===== config.mk =====
export PLATFORM = sky130hd
export DESIGN_NAME = command_tokenizer
export DESIGN_NICKNAME = d
export VERILOG_FILES = /design/src/rtl/cmd_pkg.sv /design/src/rtl/dec_accum.sv /design/src/rtl/command_tokenizer.sv
export SDC_FILE = /design/constraint.sdc
export NUM_CORES = 1
export LEC_CHECK = 0
export BUFFER_PORTS_ARGS = -buffer_cell sky130_fd_sc_hd__buf_2
export CAP_MARGIN = 10
export CORE_AREA = 2 2 111 113
export CTS_CLUSTER_DIAMETER = 80
export CTS_CLUSTER_SIZE = 24
export DETAILED_ROUTE_END_ITERATION = 6
export DIE_AREA = 0 0 113 115
export PLACE_DENSITY = 0.52
export RECOVER_POWER = 50
export SLEW_MARGIN = 40
export SYNTH_ARGS = -nofsm -noshare
export SYNTH_HDL_FRONTEND = slang
export SYNTH_SLANG_ARGS = --single-unit

===== constraint.sdc =====
create_clock -name clk -period 3.85 [get_ports clk]
set_input_delay 0.385 -clock clk [delete_from_list [all_inputs] [get_ports clk]]
set_output_delay 0.385 -clock clk [all_outputs]
set_load 0.005 [all_outputs]

===== src/rtl/cmd_pkg.sv =====
// Shared definitions for the rotation-command tokenizer and the dial-rotation stage.
// Direction encoding, ASCII constants, tokenizer state type and default magnitude width.
package cmd_pkg;

    localparam int MAG_W_DEF = 32;

    localparam logic DIR_L = 1'b0;
    localparam logic DIR_R = 1'b1;

    localparam logic [7:0] CH_L   = 8'h4C;
    localparam logic [7:0] CH_R   = 8'h52;
    localparam logic [7:0] CH_0   = 8'h30;
    localparam logic [7:0] CH_9   = 8'h39;
    localparam logic [7:0] CH_SP  = 8'h20;
    localparam logic [7:0] CH_TAB = 8'h09;
    localparam logic [7:0] CH_LF  = 8'h0A;
    localparam logic [7:0] CH_CR  = 8'h0D;

    typedef enum logic [1:0] {
        IDLE,
        DIGITS,
        EMIT,
        SKIP
    } tok_state_t;

    function automatic logic is_ws(input logic [7:0] c);
        return (c == CH_SP) || (c == CH_TAB) || (c == CH_LF) || (c == CH_CR);
    endfunction

    function automatic logic is_digit(input logic [7:0] c);
        return (c >= CH_0) && (c <= CH_9);
    endfunction

endpackage


===== src/rtl/dec_accum.sv =====
// Decimal accumulate step: acc*10 + digit, clamped to all-ones when it
// no longer fits in MAG_W bits.
module dec_accum
    import cmd_pkg::*;
#(
    parameter int MAG_W = MAG_W_DEF
) (
    input  logic [MAG_W-1:0] acc_i,
    input  logic [3:0]       digit_i,
    output logic [MAG_W-1:0] sum_o,
    output logic             sat_o
);

    logic [MAG_W+3:0] acc_w;
    logic [MAG_W+3:0] wide;

    // Four spare bits hold acc*10+9 for any acc, so overflow is visible.
    assign acc_w = {4'b0000, acc_i};
    assign wide  = (acc_w << 3) + (acc_w << 1) + {{MAG_W{1'b0}}, digit_i};
    assign sat_o = |wide[MAG_W+3:MAG_W];
    assign sum_o = sat_o ? '1 : wide[MAG_W-1:0];

endmodule


===== src/rtl/command_tokenizer.sv =====
// ASCII rotation-command stream to (dir, magnitude) tokens over valid/ready.
// Define TOKENIZER_STATS_EN to add the tok_count / err_count statistics outputs.
module command_tokenizer
    import cmd_pkg::*;
#(
    parameter int MAG_W = MAG_W_DEF
) (
    input  logic             clk,
    input  logic             rst,
    input  logic [7:0]       in_data,
    input  logic             in_valid,
    output logic             in_ready,
    input  logic             in_last,
    output logic             tok_dir,
    output logic [MAG_W-1:0] tok_mag,
    output logic             tok_valid,
    input  logic             tok_ready,
    output logic             tok_last,
    output logic             err,
`ifdef TOKENIZER_STATS_EN
    output logic [31:0]      tok_count,
    output logic [15:0]      err_count,
`endif
    output logic             ovf
);

    tok_state_t       state_q, state_d;
    logic             dir_q, dir_d;
    logic [MAG_W-1:0] acc_q, acc_d;
    logic             seen_q, seen_d;
    logic             last_q, last_d;
    logic             err_q, err_d;
    logic             ovf_q, ovf_d;
    logic             err_evt;

    logic             accept;
    logic             ws;
    logic             dig;
    logic             dirc;
    logic [MAG_W-1:0] sum;
    logic             sat;

    assign accept = in_valid && in_ready;
    assign ws     = is_ws(in_data);
    assign dig    = is_digit(in_data);
    assign dirc   = (in_data == CH_L) || (in_data == CH_R);

    dec_accum #(.MAG_W(MAG_W)) u_acc (
        .acc_i   (acc_q),
        .digit_i (in_data[3:0]),
        .sum_o   (sum),
        .sat_o   (sat)
    );

    always_comb begin
        state_d = state_q;
        dir_d   = dir_q;
        acc_d   = acc_q;
        seen_d  = seen_q;
        last_d  = last_q;
        ovf_d   = ovf_q;
        err_evt = 1'b0;
        unique case (state_q)
            IDLE: begin
                if (accept && !ws) begin
                    if (dirc) begin
                        dir_d   = (in_data == CH_R) ? DIR_R : DIR_L;
                        acc_d   = '0;
                        seen_d  = 1'b0;
                        state_d = in_last ? IDLE : DIGITS;
                    end else begin
                        err_evt = 1'b1;
                        state_d = in_last ? IDLE : SKIP;
                    end
                end
            end
            DIGITS: begin
                if (accept) begin
                    if (dig) begin
                        acc_d  = sum;
                        ovf_d  = ovf_q | sat;
                        seen_d = 1'b1;
                        if (in_last) begin
                            state_d = EMIT;
                            last_d  = 1'b1;
                        end
                    end else if (ws && seen_q) begin
                        state_d = EMIT;
                        last_d  = in_last;
                    end else if (ws) begin
                        err_evt = 1'b1;
                        state_d = IDLE;
                    end else begin
                        err_evt = 1'b1;
                        state_d = in_last ? IDLE : SKIP;
                    end
                end
            end
            SKIP: begin
                if (accept && (ws || in_last)) state_d = IDLE;
            end
            EMIT: begin
                if (tok_ready) state_d = IDLE;
            end
            default: state_d = IDLE;
        endcase
    end

    assign err_d = err_q | err_evt;

    always_ff @(posedge clk or posedge rst) begin
        if (rst) begin
            state_q <= IDLE;
            dir_q   <= DIR_L;
            acc_q   <= '0;
            seen_q  <= 1'b0;
            last_q  <= 1'b0;
            err_q   <= 1'b0;
            ovf_q   <= 1'b0;
        end else begin
            state_q <= state_d;
            dir_q   <= dir_d;
            acc_q   <= acc_d;
            seen_q  <= seen_d;
            last_q  <= last_d;
            err_q   <= err_d;
            ovf_q   <= ovf_d;
        end
    end

    // Token fields are the working registers themselves; they are frozen in EMIT.
    assign in_ready  = (state_q != EMIT);
    assign tok_valid = (state_q == EMIT);
    assign tok_dir   = dir_q;
    assign tok_mag   = acc_q;
    assign tok_last  = last_q;
    assign err       = err_q;
    assign ovf       = ovf_q;

`ifdef TOKENIZER_STATS_EN
    logic [31:0] tok_cnt_q;
    logic [15:0] err_cnt_q;

    always_ff @(posedge clk or posedge rst) begin
        if (rst) begin
            tok_cnt_q <= '0;
            err_cnt_q <= '0;
        end else begin
            if (tok_valid && tok_ready) tok_cnt_q <= tok_cnt_q + 32'd1;
            if (err_evt && (err_cnt_q != 16'hFFFF)) err_cnt_q <= err_cnt_q + 16'd1;
        end
    end

    assign tok_count = tok_cnt_q;
    assign err_count = err_cnt_q;
`endif

endmodule


==> flow_summary.ini <==
[run_status]
status = finished, violations left
failed_checks = design-rule violations, max-capacitance violations, max-slew violations

[logic_synthesis]
syn-num-nets = 555
synth-edff-count = 0
synth_cell_type_count = 59
ys_seq_area_share_pct = 22.2
netlist_instances = 477
ys_ff_latch = 39
avgSynthCellArea_sq_um = 9.20
ys_async_sr_fraction_pct = 100
ys_warn_count = 0
synth_flop_cell = dfrtp_1
syn-cell-area_sq_um = 4390

[grt]
grt_overflow = 0
grtUsageTotal_pct = 17.0
grt_pass1_wl_mm = 18.0
antenna_found_initial = 0
grt_max_degree = 40
grt_pass1_vias = 3633

[setup_path]
reg2regPathDepth = 13
reg2reg_to = tok_mag[15]$_DFFE_PP0P_
end_kind = flip-flop
critPathArrivalTime_ns = 3.84
crit_required_ns = 4.06
critPathKind = flip-flop to flip-flop
rrSetupSlack_ns = 0.22
crit_fanout = 17
start_kind = flip-flop
r2r-start = tok_mag[2]$_DFFE_PP0P_

[sta]
holdWs_ns = 0.329
setup_slack_ns = 0.220
skew_ns = 0.00502
maxSlewViolCount = 40
fmax_mhz = 275
finalCritPeriodShare_pct = 94.3
period_minus_slack_ns = 3.63
finalHoldViolCount = 0
setup_violations = 0
rsz0062_at_grt = no
setup_tns_ns = 0
tightestPinTransition_ns = 2.19
max_slew_margin_pct = -46.2

[power]
intPower_mw = 1.89
p_leak_nw = 2.21
seqPwrFrac_pct = 17.6
pwr-share-comb_pct = 72.1
fin_total_pwr_mw = 4.02
power_density_nw_per_um2 = 811
p_sw_mw = 2.13
peakVddDrop_mv = 0.526
clock_power_share_pct = 10.2
sw_frac_of_total_pct = 53.0

[finish]
n_antenna_cell = 0
area_delta_synth_final_pct = 12.9
finalNonFillerCells = 672
drive_gt1_share_pct = 20.8
final_nets = 602

[floorplanning]
die_height_um = 115
dieArea_sq_um = 13000
initial_utilization_pct = 37.1
die_w_um = 113
core_sq_um = 11800
rows = 40
pin_count = 51

[run]
cap_viol_max_count = 1

[clock_tree]
tritoncts = yes
cts_hold_buf = 0
clkSinkCount = 39
clk_latency_ns = 0.29
htreeDepth = 2
clk_pin_slew_ns = 0.06
root_buffer = clkbuf_16
clock_path_buffers = 2
numCtsBuffers = 5

[detailed_routing]
via_per_inst = 5.60
ant_nets = 0
drt_iter0_markers = 175
drc = 2
wl_per_cell_um = 16.0
via_count = 3764
wl_mm = 10.8
drt_first_pass_iters = 6

[placement]
post-dp-hpwl_mm = 8.50
place_inst = 661
io_buffer_count = 50
post-place-ws_ns = 0.0246
routabilityCongestion = 0.926

[min_path]
hp-start = in_valid
min_path_type = primary input to flip-flop
min_to = state_q[0]$_DFFE_PP0P_
hold_depth = 2
## final cells by class
class	count	area, sq um
repair buffers	62	369
clock buffers	5	125
inverters	10	37.5
well taps	147	184
clock inverters	3	15.0
fillers	1222	6860
flip-flops and latches	39	976
multi-input cells	406	3250
## metrics by stage
step           utilization [%]  instance area [sq um]
2_1_floorplan                -                   4390
3_3_place_gp              40.4                   4780
3_5_place_dp              40.6                   4800
4_1_cts                   41.8                   4940
5_1_grt                   41.9                   4950
6_report                  41.9                   4950
## critical path, stage by stage, from the launching register on
cell	delay, ns
dfrtp_1	0.42
fa_1	0.53
inv_1	0.07
fa_1	0.44
nand2b_1	0.19
a21oi_2	0.18
o21ai_1	0.11
and3_1	0.19
o311a_4	0.39
o41ai_2	0.22
and4bb_1	0.26
and2_4	0.18
buf_12	0.17
a31oi_4	0.16
## state kept, by name, summed over array words and instances (netlist names)
signal    count
tok_mag      32
ovf           1
tok_dir       1
state_q       2
tok_last      1
err           1
seen_q        1
## cell families (layout without fill, tap and decap cells)
family                   after synthesis  after routing  share of synthesized area (%)
AND/OR/NAND/NOR                      123            123                           13.7
buffers and inverters                 32             80                           3.94
AO/OA/AOI/OAI                        189            189                           35.3
XOR/XNOR                              28             28                           5.59
flip-flops                            39             39                           22.2
multiplexers                           1              1                          0.257
adder cells (fa/ha/maj)               65             65                           18.9
## synth_stat cells, types with 2 or more instances
cell type,instances,area [sq um]
nor2_1,23,86.3
a31oi_4,24,510
a311oi_1,3,26.3
ha_1,63,788
fa_1,2,40.0
o21ai_0,29,145
nor2b_1,4,25.0
buf_12,2,40.0
a21o_1,11,82.6
nand2_1,44,165
a31oi_1,6,37.5
o21ai_1,4,20.0
inv_1,10,37.5
nand3_1,9,45.0
and4_1,2,17.5
nor4_1,5,31.3
xnor2_1,14,123
dfrtp_1,39,976
and3_1,3,18.8
o21a_1,4,30.0
nand2b_1,5,31.3
nand4_1,6,37.5
a31o_2,2,17.5
o211ai_1,7,52.6
a211oi_1,4,30.0
nor3b_1,2,15.0
and2_1,2,12.5
xor2_1,14,123
a21oi_2,5,43.8
a21oi_1,74,370
clkbuf_1,17,63.8
a22oi_1,2,15.0
nor3_1,10,50.1
## power groups by stage
stage / Clock [mW] / Combinational (mW) / Sequential (mW)
final: 0.411 / 2.90 / 0.708
after CTS: 0.426 / 2.91 / 0.715
after global placement: 0 / 2.87 / 0.720
after global routing: 0.446 / 3.22 / 0.736
after detailed placement: 0 / 2.90 / 0.721
after floorplan: 0 / 2.35 / 0.682
## layout by cell type (no fill, tap or decap), types with 2 or more instances in the layout
cell type,netlist,layout
dfrtp_1,39,39
xor2_1,14,14
clkbuf_1,17,5
nand2_1,44,44
nand4_1,6,6
a311oi_1,3,3
xnor2_1,14,14
nand2b_1,5,5
nor3b_1,2,2
a21oi_2,5,6
nor2_1,23,23
fa_1,2,2
and3_1,3,2
ha_1,63,63
a31o_2,2,2
nand3_1,9,9
clkinv_2,0,3
buf_12,2,3
a22oi_1,2,2
inv_1,10,10
o21ai_1,4,4
buf_2,1,46
o21ai_0,29,29
and2_1,2,2
and4_1,2,2
a31oi_1,6,6
o211ai_1,7,7
o21a_1,4,4
nor4_1,5,5
buf_4,0,8
a31oi_4,24,24
clkbuf_16,0,5
a21oi_1,74,73
nor3_1,10,10
a211oi_1,4,4
nor2b_1,4,4
a21o_1,11,11
## metal layers
| metal | wire [um] | vias up | GRT usage, % |
|---|---|---|---|
| li1 | - | 1909 | - |
| met3 | 278 | 14 | 2.32 |
| met2 | 5130 | 58 | 28.8 |
| met4 | 192 | 0 | 5.53 |
| met1 | 5160 | 1783 | 22.6 |
| met5 | 0 | - | 0 |
## repair_timing
| item | 4_1_cts | 5_1_grt |
|---|---|---|
| endpoints found under the setup margin | 0 | 31 |
| resized for setup | 0 | 1 |
| buffers inserted | 0 | 3 |
## how the worst max path moves through the flow
| stage | slack (ns) | startpoint | cells past startpoint | to |
|---|---|---|---|---|
| final | 0.22 | tok_mag[2]$_DFFE_PP0P_ | 13 | tok_mag[15]$_DFFE_PP0P_ |
| after detailed placement | 0.02 | in_data[3] | 14 | tok_mag[24]$_DFFE_PP0P_ |
| after global placement | 0.14 | in_data[3] | 14 | tok_mag[12]$_DFFE_PP0P_ |
| after floorplan | 0.37 | tok_mag[0]$_DFFE_PP0P_ | 14 | tok_mag[20]$_DFFE_PP0P_ |
| after CTS | 0.11 | tok_mag[2]$_DFFE_PP0P_ | 13 | tok_mag[24]$_DFFE_PP0P_ |
| after global routing | 0.01 | tok_mag[2]$_DFFE_PP0P_ | 13 | tok_mag[17]$_DFFE_PP0P_ |
Power figures use the tool's default switching activity.
